$ cat config.mk
export PLATFORM = sky130hd
export DESIGN_NAME = led_zone_pwm_ctrl
export DESIGN_NICKNAME = d
export VERILOG_FILES = /design/src/rtl/led_zone_pwm_ctrl_pkg.sv /design/src/rtl/led_zone_pwm_ctrl_pwm_timebase.sv /design/src/rtl/led_zone_pwm_ctrl.sv
export SDC_FILE = /design/constraint.sdc
export NUM_CORES = 1
export LEC_CHECK = 0
export ABC_AREA = 1
export ABC_CLOCK_PERIOD_IN_PS = 7600
export CORE_MARGIN = 8
export CORE_UTILIZATION = 40
export CTS_CLUSTER_SIZE = 24
export DETAILED_ROUTE_END_ITERATION = 12
export GPL_TIMING_DRIVEN = 0
export PLACE_DENSITY = 0.65
export REMOVE_ABC_BUFFERS = 1
export SYNTH_ARGS = -nofsm -noshare
export SYNTH_HDL_FRONTEND = slang
export SYNTH_SLANG_ARGS = --single-unit
$ cat constraint.sdc
create_clock -name clk -period 7.6 [get_ports clk]
set_input_delay 0.76 -clock clk [delete_from_list [all_inputs] [get_ports clk]]
set_output_delay 0.76 -clock clk [all_outputs]
set_load 0.1 [all_outputs]
$ cat src/rtl/led_zone_pwm_ctrl_pkg.sv
// Shared zone codes, PWM width and duty helper for the LED zone controller.
package led_zone_pwm_ctrl_pkg;

  localparam int PWM_BITS = 8;

  typedef enum logic [1:0] {
    ZONE_COLD  = 2'd0,
    ZONE_MILD  = 2'd1,
    ZONE_HOT   = 2'd2,
    ZONE_ALARM = 2'd3
  } zone_e;

  // Samples of 256 and above saturate to full-scale duty.
  function automatic logic [PWM_BITS-1:0] sat_duty(
    input logic [8:0] t
  );
    return t[8] ? '1 : t[7:0];
  endfunction

endpackage

$ cat src/rtl/led_zone_pwm_ctrl_pwm_timebase.sv
// PWM timebase: clock prescaler plus 8-bit PWM counter.
module pwm_timebase
  import led_zone_pwm_ctrl_pkg::*;
#(
  parameter int CLK_DIV = 195
) (
  input  logic                clk,
  input  logic                rst_n,
  output logic                tick_o,
  output logic [PWM_BITS-1:0] pwm_cnt_o,
  output logic                period_end_o
);

  localparam int PW = (CLK_DIV > 1) ? $clog2(CLK_DIV) : 1;
  localparam logic [PW-1:0] PS_LAST = PW'(CLK_DIV - 1);

  logic [PW-1:0]       ps_q;
  logic [PW-1:0]       ps_d;
  logic [PWM_BITS-1:0] cnt_q;
  logic [PWM_BITS-1:0] cnt_d;

  assign tick_o       = (ps_q == PS_LAST);
  assign period_end_o = tick_o && (cnt_q == '1);
  assign pwm_cnt_o    = cnt_q;

  always_comb begin
    ps_d  = tick_o ? '0 : ps_q + 1'b1;
    cnt_d = tick_o ? cnt_q + 1'b1 : cnt_q;
  end

  always_ff @(posedge clk or negedge rst_n) begin
    if (!rst_n) begin
      ps_q  <= '0;
      cnt_q <= '0;
    end else begin
      ps_q  <= ps_d;
      cnt_q <= cnt_d;
    end
  end

endmodule

$ cat src/rtl/led_zone_pwm_ctrl.sv
// Temperature-zone classifier with hysteresis driving glitch-free RGB PWM.
module led_zone_pwm_ctrl
  import led_zone_pwm_ctrl_pkg::*;
#(
  parameter int CLK_DIV       = 195,
  parameter int T_COLD        = 10,
  parameter int T_HOT         = 30,
  parameter int T_ALARM       = 60,
  parameter int HYST          = 2,
  parameter int BLINK_PERIODS = 500
) (
  input  logic       clk,
  input  logic       rst_n,
  input  logic       temp_valid,
  output logic       temp_ready,
  input  logic [8:0] temp,
  output logic       pwm_r,
  output logic       pwm_g,
  output logic       pwm_b,
  output logic [1:0] zone,
  output logic       alarm
);

  localparam int BW = (BLINK_PERIODS > 1) ? $clog2(BLINK_PERIODS) : 1;
  localparam logic [BW-1:0] BLINK_LAST = BW'(BLINK_PERIODS - 1);

  localparam logic [9:0] UP_MILD  = 10'(T_COLD + HYST);
  localparam logic [9:0] UP_HOT   = 10'(T_HOT + HYST);
  localparam logic [9:0] UP_ALARM = 10'(T_ALARM + HYST);
  localparam logic [9:0] DN_MILD  = 10'(T_COLD);
  localparam logic [9:0] DN_HOT   = 10'(T_HOT);
  localparam logic [9:0] DN_ALARM = 10'(T_ALARM);
  localparam logic [9:0] EXIT_AL  = 10'(T_ALARM - HYST);

  logic                tick;
  logic                period_end;
  logic [PWM_BITS-1:0] pwm_cnt;
  logic [PWM_BITS-1:0] cnt_nxt;

  logic                pending_q;
  logic                pending_d;
  logic [8:0]          hold_q;
  logic [8:0]          hold_d;
  zone_e               zone_q;
  zone_e               zone_d;
  logic [PWM_BITS-1:0] duty_q;
  logic [PWM_BITS-1:0] duty_d;
  logic [BW-1:0]       blink_cnt_q;
  logic [BW-1:0]       blink_cnt_d;
  logic                blink_on_q;
  logic                blink_on_d;
  logic                pwm_r_q;
  logic                pwm_g_q;
  logic                pwm_b_q;
  logic                r_nxt;
  logic                g_nxt;
  logic                b_nxt;
  logic                accept;
  logic                apply;
  logic [9:0]          t_w;

  pwm_timebase #(
    .CLK_DIV(CLK_DIV)
  ) u_tb (
    .clk         (clk),
    .rst_n       (rst_n),
    .tick_o      (tick),
    .pwm_cnt_o   (pwm_cnt),
    .period_end_o(period_end)
  );

  assign accept     = temp_valid && !pending_q;
  assign apply      = period_end && pending_q;
  assign temp_ready = !pending_q;
  assign t_w        = {1'b0, hold_q};
  assign cnt_nxt    = pwm_cnt + 1'b1;

  always_comb begin
    pending_d = pending_q;
    hold_d    = hold_q;
    if (accept) begin
      pending_d = 1'b1;
      hold_d    = temp;
    end else if (apply) begin
      pending_d = 1'b0;
    end
    duty_d = apply ? sat_duty(hold_q) : duty_q;
  end

  always_ff @(posedge clk or negedge rst_n) begin
    if (!rst_n) zone_q <= ZONE_COLD;
    else        zone_q <= zone_d;
  end

  // Upward moves need the hysteresis margin; HOT->ALARM is the exception.
  always_comb begin
    zone_d = zone_q;
    if (apply) begin
      if (zone_q == ZONE_ALARM) begin
        if (t_w < EXIT_AL) begin
          unique case (1'b1)
            (t_w < DN_MILD):  zone_d = ZONE_COLD;
            (t_w < DN_HOT):   zone_d = ZONE_MILD;
            default:          zone_d = ZONE_HOT;
          endcase
        end
      end else if (t_w >= UP_ALARM ||
                   (zone_q == ZONE_HOT && t_w >= DN_ALARM)) begin
        zone_d = ZONE_ALARM;
      end else if (zone_q < ZONE_HOT && t_w >= UP_HOT) begin
        zone_d = ZONE_HOT;
      end else if (zone_q == ZONE_COLD && t_w >= UP_MILD) begin
        zone_d = ZONE_MILD;
      end else if (zone_q == ZONE_HOT && t_w < DN_HOT) begin
        zone_d = (t_w < DN_MILD) ? ZONE_COLD : ZONE_MILD;
      end else if (zone_q == ZONE_MILD && t_w < DN_MILD) begin
        zone_d = ZONE_COLD;
      end
    end
  end

  always_comb begin
    blink_cnt_d = blink_cnt_q;
    blink_on_d  = blink_on_q;
    if (zone_d != ZONE_ALARM) begin
      blink_cnt_d = '0;
      blink_on_d  = 1'b0;
    end else if (zone_q != ZONE_ALARM) begin
      blink_cnt_d = '0;
      blink_on_d  = 1'b1;
    end else if (period_end) begin
      if (blink_cnt_q == BLINK_LAST) begin
        blink_cnt_d = '0;
        blink_on_d  = !blink_on_q;
      end else begin
        blink_cnt_d = blink_cnt_q + 1'b1;
      end
    end
  end

  // Compare against the count that becomes current after this tick.
  always_comb begin
    r_nxt = 1'b0;
    g_nxt = 1'b0;
    b_nxt = 1'b0;
    unique case (zone_d)
      ZONE_COLD:  b_nxt = (duty_d > cnt_nxt);
      ZONE_MILD:  g_nxt = (duty_d > cnt_nxt);
      ZONE_HOT:   r_nxt = (duty_d > cnt_nxt);
      ZONE_ALARM: r_nxt = blink_on_d && (cnt_nxt != '1);
      default:    r_nxt = 1'b0;
    endcase
  end

  always_ff @(posedge clk or negedge rst_n) begin
    if (!rst_n) begin
      pending_q   <= 1'b0;
      hold_q      <= '0;
      duty_q      <= '0;
      blink_cnt_q <= '0;
      blink_on_q  <= 1'b0;
      pwm_r_q     <= 1'b0;
      pwm_g_q     <= 1'b0;
      pwm_b_q     <= 1'b0;
    end else begin
      pending_q   <= pending_d;
      hold_q      <= hold_d;
      duty_q      <= duty_d;
      blink_cnt_q <= blink_cnt_d;
      blink_on_q  <= blink_on_d;
      if (tick) begin
        pwm_r_q <= r_nxt;
        pwm_g_q <= g_nxt;
        pwm_b_q <= b_nxt;
      end
    end
  end

  assign pwm_r = pwm_r_q;
  assign pwm_g = pwm_g_q;
  assign pwm_b = pwm_b_q;
  assign zone  = zone_q;
  assign alarm = (zone_q == ZONE_ALARM);

endmodule

==> summary.md <==
| Metric | Value |
|---|---|
| Outcome | `completed` |
| Comb pwr share | `5.6%` |
| Switching Power | `0.111 mW` |
| Initial antenna violation count | `0` |
| Buf+Inv Stages, Crit Path | `2` |
| TNS Setup | `0 ps` |
| Routability cong. | `0.822` |
| Hold slack | `372 ps` |
| Syn avg cell area | `8.20 µm²` |
| Worst Hold Class | `in2async` |
| CTS tree | `yes` |
| Post-cts sizing count | `0` |
| Pre-antenna DRT Iters | `4` |
| Leak | `1.60 nW` |
| Cells after Synth | `336` |
| CP Capture Type | `flop` |
| Cell chain of the critical path | `inv_1, ha_1, nand3_1, nor2_2, nand3_2, nor2_4, nand3_1, o21ai_0, inv_1, ha_1, nand2_1, o21ai_0, nand2_1, a21oi_1, nand3_1, nand2_1, nand2_1, nand2_1` |
| Diode count | `0` |
| CP dominant cell by count | `nand2_1` |
| Placed cell areas | `3030 µm²` |
| Max-cap violation count | `0` |
| Type of origin of the critical path | `flop` |
| Placed insts | `431` |
| DIE HEIGHT | `99.0 µm` |
| Setup WS pre-CTS | `4490 ps` |
| Input/output buffers | `18` |
| Hold buffer count at CTS | `0` |
| Reg power frac | `59.7%` |
| Setup Crit Path Kind | `reg2reg` |
| HPWL after DPL | `4000 µm` |
| Worst EP arrival | `3350 ps` |
| Vias per std cell | `4.90` |
| TritonCTS Buffers | `5` |
| Fraction of layout cells with a size suffix above 1 | `8.91%` |
| Core area | `6720 µm²` |
| Starting Density | `41.0%` |
| Antenna-violating nets left | `0` |
| # IOs | `19` |
| NumNets Final | `383` |
| Crit share post-route | `40.7%` |
| VDD IR-drop max | `60.7 µV` |
| Clk_skew | `9.14 ps` |
| Peak Freq | `323 MHz` |
| Die X | `99.0 µm` |
| Post-Route WL | `5230 µm` |
| Global-route wire length before repair | `9550 µm` |
| Routed wire per std cell | `11.9 µm` |
| Final setup viols | `0` |
| Pwr/cell area | `145 nW/µm²` |
| Relative slew slack | `34.7%` |
| Synth Warn # | `0` |
| Clock Pin Slew Worst Setup and Hold Paths | `100 ps` |
| Drc violations | `0` |
| Num rows | `30` |
| Final cell count without fillers | `439` |
| # H-tree levels | `2` |
| Clk Latency, worst-skew pair | `310 ps` |
| 1st-iter DRT viols | `97` |
| Postcts setup bufs | `0` |
| FF+latch count, synth | `49` |
| Tightest Pin Transition | `976 ps` |
| Final Max Slew Viols | `0` |
| Internal | `0.342 mW` |
| Largest net degree at the start of global routing | `34` |
| Max clock buf depth | `2` |
| Die ar. | `9800 µm²` |
| Final worst slack | `4500 ps` |
| Sequential fraction of the synthesis area | `44.5%` |
| Post-route cell area | `3110 µm²` |
| CP max FO | `13` |
| Sink Count | `49` |
| Synthesized cell area | `2750 µm²` |
| Gr ovfl total | `0` |
| Vias in the first global route | `2147` |
| Req. time, crit path | `7850 ps` |
| Register area | `1230 µm²` |
| CP max-delay cell | `nor2_2` |
| RSZ-0062 raised after global routing | `false` |
| Footprint of the multi-input gates | `1320 µm²` |
| Switching Share | `24.5%` |
| GRT Total Usage | `11.7%` |
| Number of fill cells | `663` |
| CP delay by family, top | `simple AND/OR/NAND/NOR gates` |
| Finished Core Util | `46.3%` |
| Root Buffer | `clkbuf_8` |
| Fin. Hold Viols | `0` |
| Synthesis-to-layout area growth | `13.0%` |
| Fin crit period | `3100 ps` |
| Via Count | `2151` |
| Worst path max stage delay | `460 ps` |
| Post-synth cell types | `37` |
| Power consumption | `0.452 mW` |
| Clock share of power | `34.6%` |
registers in the layout, indices dropped and copies added (netlist names):
name,count
blink_cnt_q,9
blink_on_q,1
duty_q,8
hold_q,9
pending_q,1
pwm_b,1
pwm_g,1
pwm_r,1
u_tb.ps_q,8
u_tb.pwm_cnt_o,8
zone,2
power by group through the flow:
stage | clock network (mW) | registers, mW | logic [mW]
5_1_grt | 0.173 | 0.271 | 0.0293
4_1_cts | 0.162 | 0.270 | 0.0262
2_1_floorplan | 0 | 0.274 | 0.0115
3_5_place_dp | 0 | 0.275 | 0.0260
6_report | 0.157 | 0.270 | 0.0254
3_3_place_gp | 0 | 0.275 | 0.0247
path summary, 6_finish.rpt:
kind / start / to / slack [ps] / cells past startpoint
max in group asynchronous: rst_n / duty_q[7]$_DFF_PN0_ / 6710 / 2
worst max-delay path: u_tb.ps_q[0]$_DFF_PN0_ / pwm_r$_DFFE_PN0N_ / 4500 / 18
min in group clk: u_tb.ps_q[0]$_DFF_PN0_ / u_tb.ps_q[0]$_DFF_PN0_ / 490 / 1
worst min-delay path: rst_n / u_tb.ps_q[2]$_DFF_PN0_ / 370 / 1
worst min register to register: u_tb.ps_q[0]$_DFF_PN0_ / u_tb.ps_q[0]$_DFF_PN0_ / 490 / 1
worst max register to register: u_tb.ps_q[0]$_DFF_PN0_ / pwm_r$_DFFE_PN0N_ / 4500 / 18
cell type report:
| type | instances | area share, % |
|---|---|---|
| sequential | 49 | 39.4 |
| multi-input combinational | 234 | 42.4 |
| inverter | 49 | 5.91 |
| clock inverter | 2 | 0.482 |
| clock buffer | 6 | 2.33 |
| timing repair buffer | 19 | 6.27 |
| tap | 80 | 3.22 |
cells in the final DEF (no fill, tap or decap), types with 2 or more instances in the layout:
cell / n
a21oi_1: 17
a31oi_1: 2
clkbuf_8: 5
clkdlybuf4s50_1: 17
clkinvlp_4: 2
dfrtp_1: 49
ha_1: 13
inv_1: 43
inv_2: 5
mux2_2: 2
nand2_1: 75
nand2_2: 2
nand2_4: 3
nand3_1: 25
nand3_2: 2
nand4_1: 4
nor2_1: 32
nor2_2: 2
nor2_4: 2
nor3_1: 8
nor3b_1: 2
o21ai_0: 16
o21ai_1: 3
o31ai_1: 2
xor2_1: 11
Yosys cell counts:
| library cell | instances | area (µm²) |
|---|---|---|
| ha_1 | 13 | 163 |
| xor2_1 | 11 | 96.3 |
| o21ai_1 | 3 | 15.0 |
| a31oi_1 | 2 | 12.5 |
| nor3_1 | 8 | 40.0 |
| nor2_4 | 2 | 22.5 |
| nand2_4 | 3 | 33.8 |
| nand3b_4 | 1 | 20.0 |
| nand2_2 | 2 | 12.5 |
| a22oi_1 | 1 | 7.51 |
| xnor2_1 | 1 | 8.76 |
| nor3_2 | 1 | 10.0 |
| o31ai_1 | 2 | 15.0 |
| buf_6 | 1 | 11.3 |
| nand2_1 | 75 | 282 |
| mux2_2 | 2 | 22.5 |
| nor2_1 | 32 | 120 |
| nor2_8 | 1 | 20.0 |
| nand4_4 | 1 | 21.3 |
| inv_2 | 5 | 18.8 |
| clkinv_1 | 1 | 3.75 |
| dfrtp_1 | 49 | 1230 |
| nand3_1 | 25 | 125 |
| nor2_2 | 2 | 12.5 |
| nand4_1 | 4 | 25.0 |
| inv_1 | 43 | 161 |
| a21oi_1 | 17 | 85.1 |
| o21ai_0 | 16 | 80.1 |
| nor3b_1 | 2 | 15.0 |
| nand3_2 | 2 | 20.0 |
| and3_1 | 1 | 6.26 |
| o21a_1 | 1 | 7.51 |
| clkbuf_1 | 2 | 7.51 |
| or2_2 | 1 | 6.26 |
| o211ai_1 | 1 | 7.51 |
| a211oi_1 | 1 | 7.51 |
| buf_2 | 1 | 5.00 |
cells by family after synthesis:
family,synth area share (%)
and+or+nand+nor,28.8
buffers and inverters,7.54
DFF,44.5
AOI/OAI and AO/OA,8.63
adders and majority gates,5.91
xor gates and xnor gates,3.82
muxes,0.818
routing by layer:
layer  vias up  track usage, %  share of wire, %
met4         0            3.19               1.2
met3         7            2.89               2.7
li1       1121               -                 -
met2        21            18.9                46
met1      1002            15.1                50
met5         -               0                 0
Note: power is estimated with default switching activity, not from simulation.
